## src/rtl/camera_pattern_gen.sv

```systemverilog
// Camera-side test-pattern source: frame_valid/line_valid/data timing with
// selectable patterns, one pixel per clock, all outputs registered.
module camera_pattern_gen #(
    parameter int COLS      = 640,
    parameter int ROWS      = 480,
    parameter int HBLANK    = 16,
    parameter int FV_TO_LV  = 2,
    parameter int LV_TO_FV  = 2,
    parameter int FRAME_GAP = 8
) (
    input  logic        clk,
    input  logic        reset_n,
    input  logic        enable,
    input  logic [1:0]  pattern_sel,
    output logic        frame_valid,
    output logic        line_valid,
    output logic [11:0] data,
    output logic        frame_done,
    output logic [15:0] frame_count
);

    localparam int MAX_A = (FV_TO_LV > HBLANK) ? FV_TO_LV : HBLANK;
    localparam int MAX_B = (LV_TO_FV > FRAME_GAP) ? LV_TO_FV : FRAME_GAP;
    localparam int MAX_D = (MAX_A > MAX_B) ? MAX_A : MAX_B;
    localparam int CW    = $clog2(MAX_D + 1);
    localparam int CLW   = (COLS > 1) ? $clog2(COLS) : 1;
    localparam int RW    = (ROWS > 1) ? $clog2(ROWS) : 1;

    typedef enum logic [2:0] {IDLE, FV_LEAD, LINE, HBL, FV_TRAIL, GAP} state_t;

    state_t         state, state_n;
    logic [CW-1:0]  cnt, cnt_n;
    logic [CLW-1:0] col, col_n;
    logic [RW-1:0]  row, row_n;
    logic [1:0]     pat, pat_n;
    logic           fv_n, lv_n, done_n;
    logic [11:0]    data_n, col12, row12;

    always_comb begin
        state_n = state;
        cnt_n   = cnt + CW'(1);
        col_n   = col;
        row_n   = row;
        pat_n   = pat;
        case (state)
            IDLE: begin
                cnt_n = '0;
                if (enable) begin
                    state_n = FV_LEAD;
                    pat_n   = pattern_sel;
                end
            end
            FV_LEAD: begin
                if (cnt == CW'(FV_TO_LV - 1)) begin
                    state_n = LINE;
                    cnt_n   = '0;
                    row_n   = '0;
                    col_n   = '0;
                end
            end
            LINE: begin
                cnt_n = '0;
                col_n = col + CLW'(1);
                if (col == CLW'(COLS - 1)) begin
                    col_n   = '0;
                    state_n = (row == RW'(ROWS - 1)) ? FV_TRAIL : HBL;
                end
            end
            HBL: begin
                if (cnt == CW'(HBLANK - 1)) begin
                    state_n = LINE;
                    cnt_n   = '0;
                    row_n   = row + RW'(1);
                end
            end
            FV_TRAIL: begin
                if (cnt == CW'(LV_TO_FV - 1)) begin
                    state_n = GAP;
                    cnt_n   = '0;
                end
            end
            GAP: begin
                if (cnt == CW'(FRAME_GAP - 1)) begin
                    cnt_n = '0;
                    if (enable) begin
                        state_n = FV_LEAD;
                        pat_n   = pattern_sel;
                    end else begin
                        state_n = IDLE;
                    end
                end
            end
            default: state_n = IDLE;
        endcase
    end

    // Outputs are decoded from next-state values so the registers line up with state.
    always_comb begin
        fv_n   = (state_n == FV_LEAD) || (state_n == LINE) ||
                 (state_n == HBL) || (state_n == FV_TRAIL);
        lv_n   = (state_n == LINE);
        done_n = (state_n == GAP) && (state != GAP);
        col12  = 12'(col_n);
        row12  = 12'(row_n);
        data_n = '0;
        if (lv_n) begin
            case (pat_n)
                2'b00:   data_n = col12;
                2'b01:   data_n = row12;
                2'b10:   data_n = (col12[3] ^ row12[3]) ? 12'hFFF : 12'h000;
                default: data_n = col12 + row12 + frame_count[11:0];
            endcase
        end
    end

    always_ff @(posedge clk) begin
        if (!reset_n) begin
            state       <= IDLE;
            cnt         <= '0;
            col         <= '0;
            row         <= '0;
            pat         <= '0;
            frame_valid <= 1'b0;
            line_valid  <= 1'b0;
            data        <= '0;
            frame_done  <= 1'b0;
            frame_count <= '0;
        end else begin
            state       <= state_n;
            cnt         <= cnt_n;
            col         <= col_n;
            row         <= row_n;
            pat         <= pat_n;
            frame_valid <= fv_n;
            line_valid  <= lv_n;
            data        <= data_n;
            frame_done  <= done_n;
            if (done_n)
                frame_count <= frame_count + 16'd1;
        end
    end

endmodule

```

## config.mk

```make
export PLATFORM = sky130hd
export DESIGN_NAME = camera_pattern_gen
export DESIGN_NICKNAME = d
export VERILOG_FILES = /design/src/rtl/camera_pattern_gen.sv
export SDC_FILE = /design/constraint.sdc
export NUM_CORES = 1
export LEC_CHECK = 0
export CORE_ASPECT_RATIO = 0.7
export CORE_MARGIN = 5
export CORE_UTILIZATION = 35
export DETAILED_ROUTE_END_ITERATION = 10
export PLACE_DENSITY = 0.53
export SLEW_MARGIN = 5
export SYNTH_ARGS = -nofsm -noshare
export SYNTH_HDL_FRONTEND = slang
export SYNTH_SLANG_ARGS = --single-unit
```

## constraint.sdc

```tcl
create_clock -name clk -period 9.27 [get_ports clk]
set_clock_uncertainty 0.15 [all_clocks]
set_input_delay 1.854 -clock clk [delete_from_list [all_inputs] [get_ports clk]]
set_output_delay 1.854 -clock clk [all_outputs]
set_load 0.02 [all_outputs]
```

==> results by group <==
Setup path
  – Crit start category: flop
  – CP required: 9.32 ns
  – Critical path type: flop to flop
  – Crit path capture type: flop
  – CP max FO: 22
  – Arr. time, crit path: 4.86 ns
  – R2R setup slack: 4.46 ns

CTS
  – Num CTS Buffers: 9
  – Post-CTS sizing: 0
  – CTS tree: yes
  – Post-CTS Setup Repair Bufs: 0
  – Hold_buf cts: 0
  – Clock latency on the worst-skew pair: 0.33 ns
  – H-tree depth: 3
  – CTS sink cnt: 60
  – CTS Buffer Depth: 2
  – Clock Pin Slew Worst Setup and Hold Paths: 0.05 ns
  – CTS Root Cell: clkbuf_16

Synthesis
  – Post-synthesis net count: 507
  – Synth top area share: 0.302
  – Syn. warnings: 0
  – Area leader, netlist: dfxtp_1
  – Synthesized netlist cell count: 474
  – Ranking of synthesized cells by area: dfxtp_1 30%, ha_1 5.7%, fa_1 5.0%, nor2b_1 4.4%, inv_1 4.3%
  – Post-Synthesis Cell Area: 3970 um2
  – Synth cell types: 68
  – Mean Syn Cell Area: 8.38 um2
  – Post-synth top cells: 60 x dfxtp_1, 46 x inv_1, 30 x nand2_1, 28 x nor2b_1, 26 x nor2_1
  – Synth Flop Type: dfxtp_1
  – Seq/Total Area, Yosys: 0.302
  – Number of synthesized flops with an enable pin: 0
  – Cell with the most instances after synthesis: dfxtp_1
  – Yosys reg bits: 60
  – Share of synthesized registers carrying an async set or reset: 0

Route
  – Vias: 3472
  – Antenna viol nets, final: 0
  – Drt pass-1 iters: 5
  – DRT Wirelength: 10.5 mm
  – DRT iter0 DRCs: 360
  – Vias per inst: 5.24
  – Remaining DRCs: 0
  – DR WL/cell: 15.9 um

Global routing
  – Remaining Overflow, GRT: 0
  – Vias in the first global route: 3199
  – First-pass GRT wire length: 17.3 mm
  – Largest net degree at the start of global routing: 46
  – Antenna violations before repair: 0
  – Overall Global Routing Usage: 0.163

Worst hold path
  – Worst hold-check path type: flop to flop

Die
  – Area of the core: 11100 um2
  – Initial core utilization: 0.360
  – FP Rows: 32
  – Die Y: 99.2 um
  – I/O pin total: 36
  – Die Wd: 137 um
  – Die footprint: 13600 um2

STA
  – RSZ-0062 raised after global routing: false
  – Hold_ws: 0.330 ns
  – Setup-failing EPs final: 0
  – Fmax: 0.208 GHz
  – Fin crit period: 4.81 ns
  – Max_slew headroom: 0.297
  – Final WS setup: 4.46 ns
  – Max-slew violations: 0
  – Final hold viol count: 0
  – Slew @ Worst Pin: 1.02 ns
  – Final period util: 0.519
  – Setup TNS: 0 ns

Cells and area
  – Nets@finish: 538
  – Final core occ: 0.432
  – Antenna cells: 0
  – Layout cells sized above 1: 0.0647
  – Fillers: 1108
  – Area Overhead vs Synth: 20.1%
  – Post-route design area: 4770 um2

Placed design
  – Post-placement setup slack: 4.54 ns
  – Placed Area: 4460 um2
  – DP HPWL: 7.85 mm
  – Routability cong.: 0.897
  – Port buffer count: 35

Pwr
  – Share of total power in the clock network: 0.534
  – Max VDD drop: 0.0998 mV
  – Psw: 0.152 mW
  – Combinational share of power: 0.071
  – Pint: 0.521 mW
  – Pwr/cell area: 141 nW/um2
  – P_leak: 1.84 nW
  – Sw Ratio: 0.226
  – Sequential share of power: 0.395

Run status
  – Status: finished, final reports clean

Job
  – Max-cap violations: 0
stage by stage:
| stage | cells | power (mW) |
|---|---|---|
| after floorplan | 474 | 0.304 |
| after global placement | 647 | 0.319 |
| after detailed placement | 647 | 0.319 |
| after CTS | 663 | 0.678 |
| after global routing | 663 | 0.699 |
| final | 663 | 0.673 |
registers in the layout (all words and copies together) (netlist names):
signal	flops
frame_count	16
data	12
col	10
row	9
cnt	5
state	3
pat	2
frame_done	1
frame_valid	1
line_valid	1
path summary, 6_finish.rpt:
path / from / to / cells after the start
worst min register to register: cnt[0] / cnt[0] / 1
worst min-delay path: cnt[0] / cnt[0] / 1
worst max register to register: state[1] / data[11] / 14
worst max-delay path: state[1] / data[11] / 14
critical path, stage by stage (launching register included):
cell and delay, ns:
dfxtp_1 0.82, nor3b_1 0.75, a31oi_2 0.19, a32oi_1 0.43
fa_1 0.50, inv_1 0.07, ha_1 0.16, inv_1 0.05
fa_1 0.39, nor2b_1 0.18, o31a_1 0.21, o21ai_0 0.17
o21ai_0 0.28, mux2i_1 0.23, a21oi_1 0.08
layout by cell type (no fill, tap or decap), types with 3 or more instances in the layout:
| cell type | synthesis | final |
|---|---|---|
| nand2_1 | 30 | 30 |
| dfxtp_1 | 60 | 60 |
| nor2_1 | 26 | 26 |
| nor2b_1 | 28 | 28 |
| nand2b_1 | 5 | 5 |
| a21oi_1 | 20 | 20 |
| xnor2_1 | 18 | 18 |
| nor3b_1 | 6 | 6 |
| mux2_2 | 3 | 3 |
| a22oi_1 | 7 | 7 |
| nand3_1 | 13 | 13 |
| and2_1 | 25 | 25 |
| a211oi_1 | 7 | 7 |
| clkbuf_16 | 0 | 9 |
| inv_1 | 46 | 46 |
| o211ai_1 | 3 | 3 |
| fa_1 | 10 | 10 |
| ha_1 | 18 | 18 |
| xor2_1 | 6 | 6 |
| a21o_1 | 4 | 4 |
| a31oi_1 | 3 | 3 |
| clkdlybuf4s50_1 | 0 | 35 |
| and4_1 | 3 | 3 |
| mux2i_1 | 9 | 9 |
| and3_1 | 6 | 6 |
| nor3_1 | 10 | 10 |
| o21ai_0 | 25 | 25 |
| nand4_1 | 9 | 9 |
| clkinv_2 | 0 | 3 |
| o21a_1 | 3 | 3 |
| o22ai_1 | 3 | 3 |
| nor4_1 | 6 | 6 |
power groups by stage:
stage / sequential [mW] / combinational, mW / clock [mW]
after floorplan: 0.269 / 0.0344 / 0
after global routing: 0.266 / 0.0535 / 0.379
final: 0.266 / 0.0481 / 0.359
after global placement: 0.271 / 0.0479 / 0
after detailed placement: 0.271 / 0.0477 / 0
after CTS: 0.265 / 0.0479 / 0.365
layer usage:
| layer | global-route usage | vias up | routed length [um] | share of wire |
|---|---|---|---|---|
| met5 | 0 | - | 0 | 0 |
| met1 | 0.256 | 1640 | 5750 | 0.55 |
| li1 | - | 1715 | - | - |
| met3 | 0.0379 | 16 | 551 | 0.052 |
| met4 | 0.0422 | 0 | 145 | 0.014 |
| met2 | 0.220 | 101 | 4070 | 0.39 |
logic make-up after synthesis:
kind of cell	after synthesis	synth area share
XOR/XNOR	24	0.0529
multiplexers	12	0.0312
adder cells (fa/ha/maj)	28	0.107
flip-flops	60	0.302
AND/OR/NAND/NOR	186	0.271
AO/OA/AOI/OAI	100	0.172
buffers and inverters	64	0.0633
cell type report:
cell class / count / area [um2] / share of cell area
multi-input combinational: 350 / 2520 / 0.528
clock buffer: 11 / 243 / 0.0509
timing repair buffer: 37 / 365 / 0.0765
inverter: 47 / 176 / 0.0370
sequential: 60 / 1200 / 0.252
tap: 153 / 191 / 0.0401
clock inverter: 5 / 75.1 / 0.0157
Note: power is estimated with default switching activity, not from simulation.
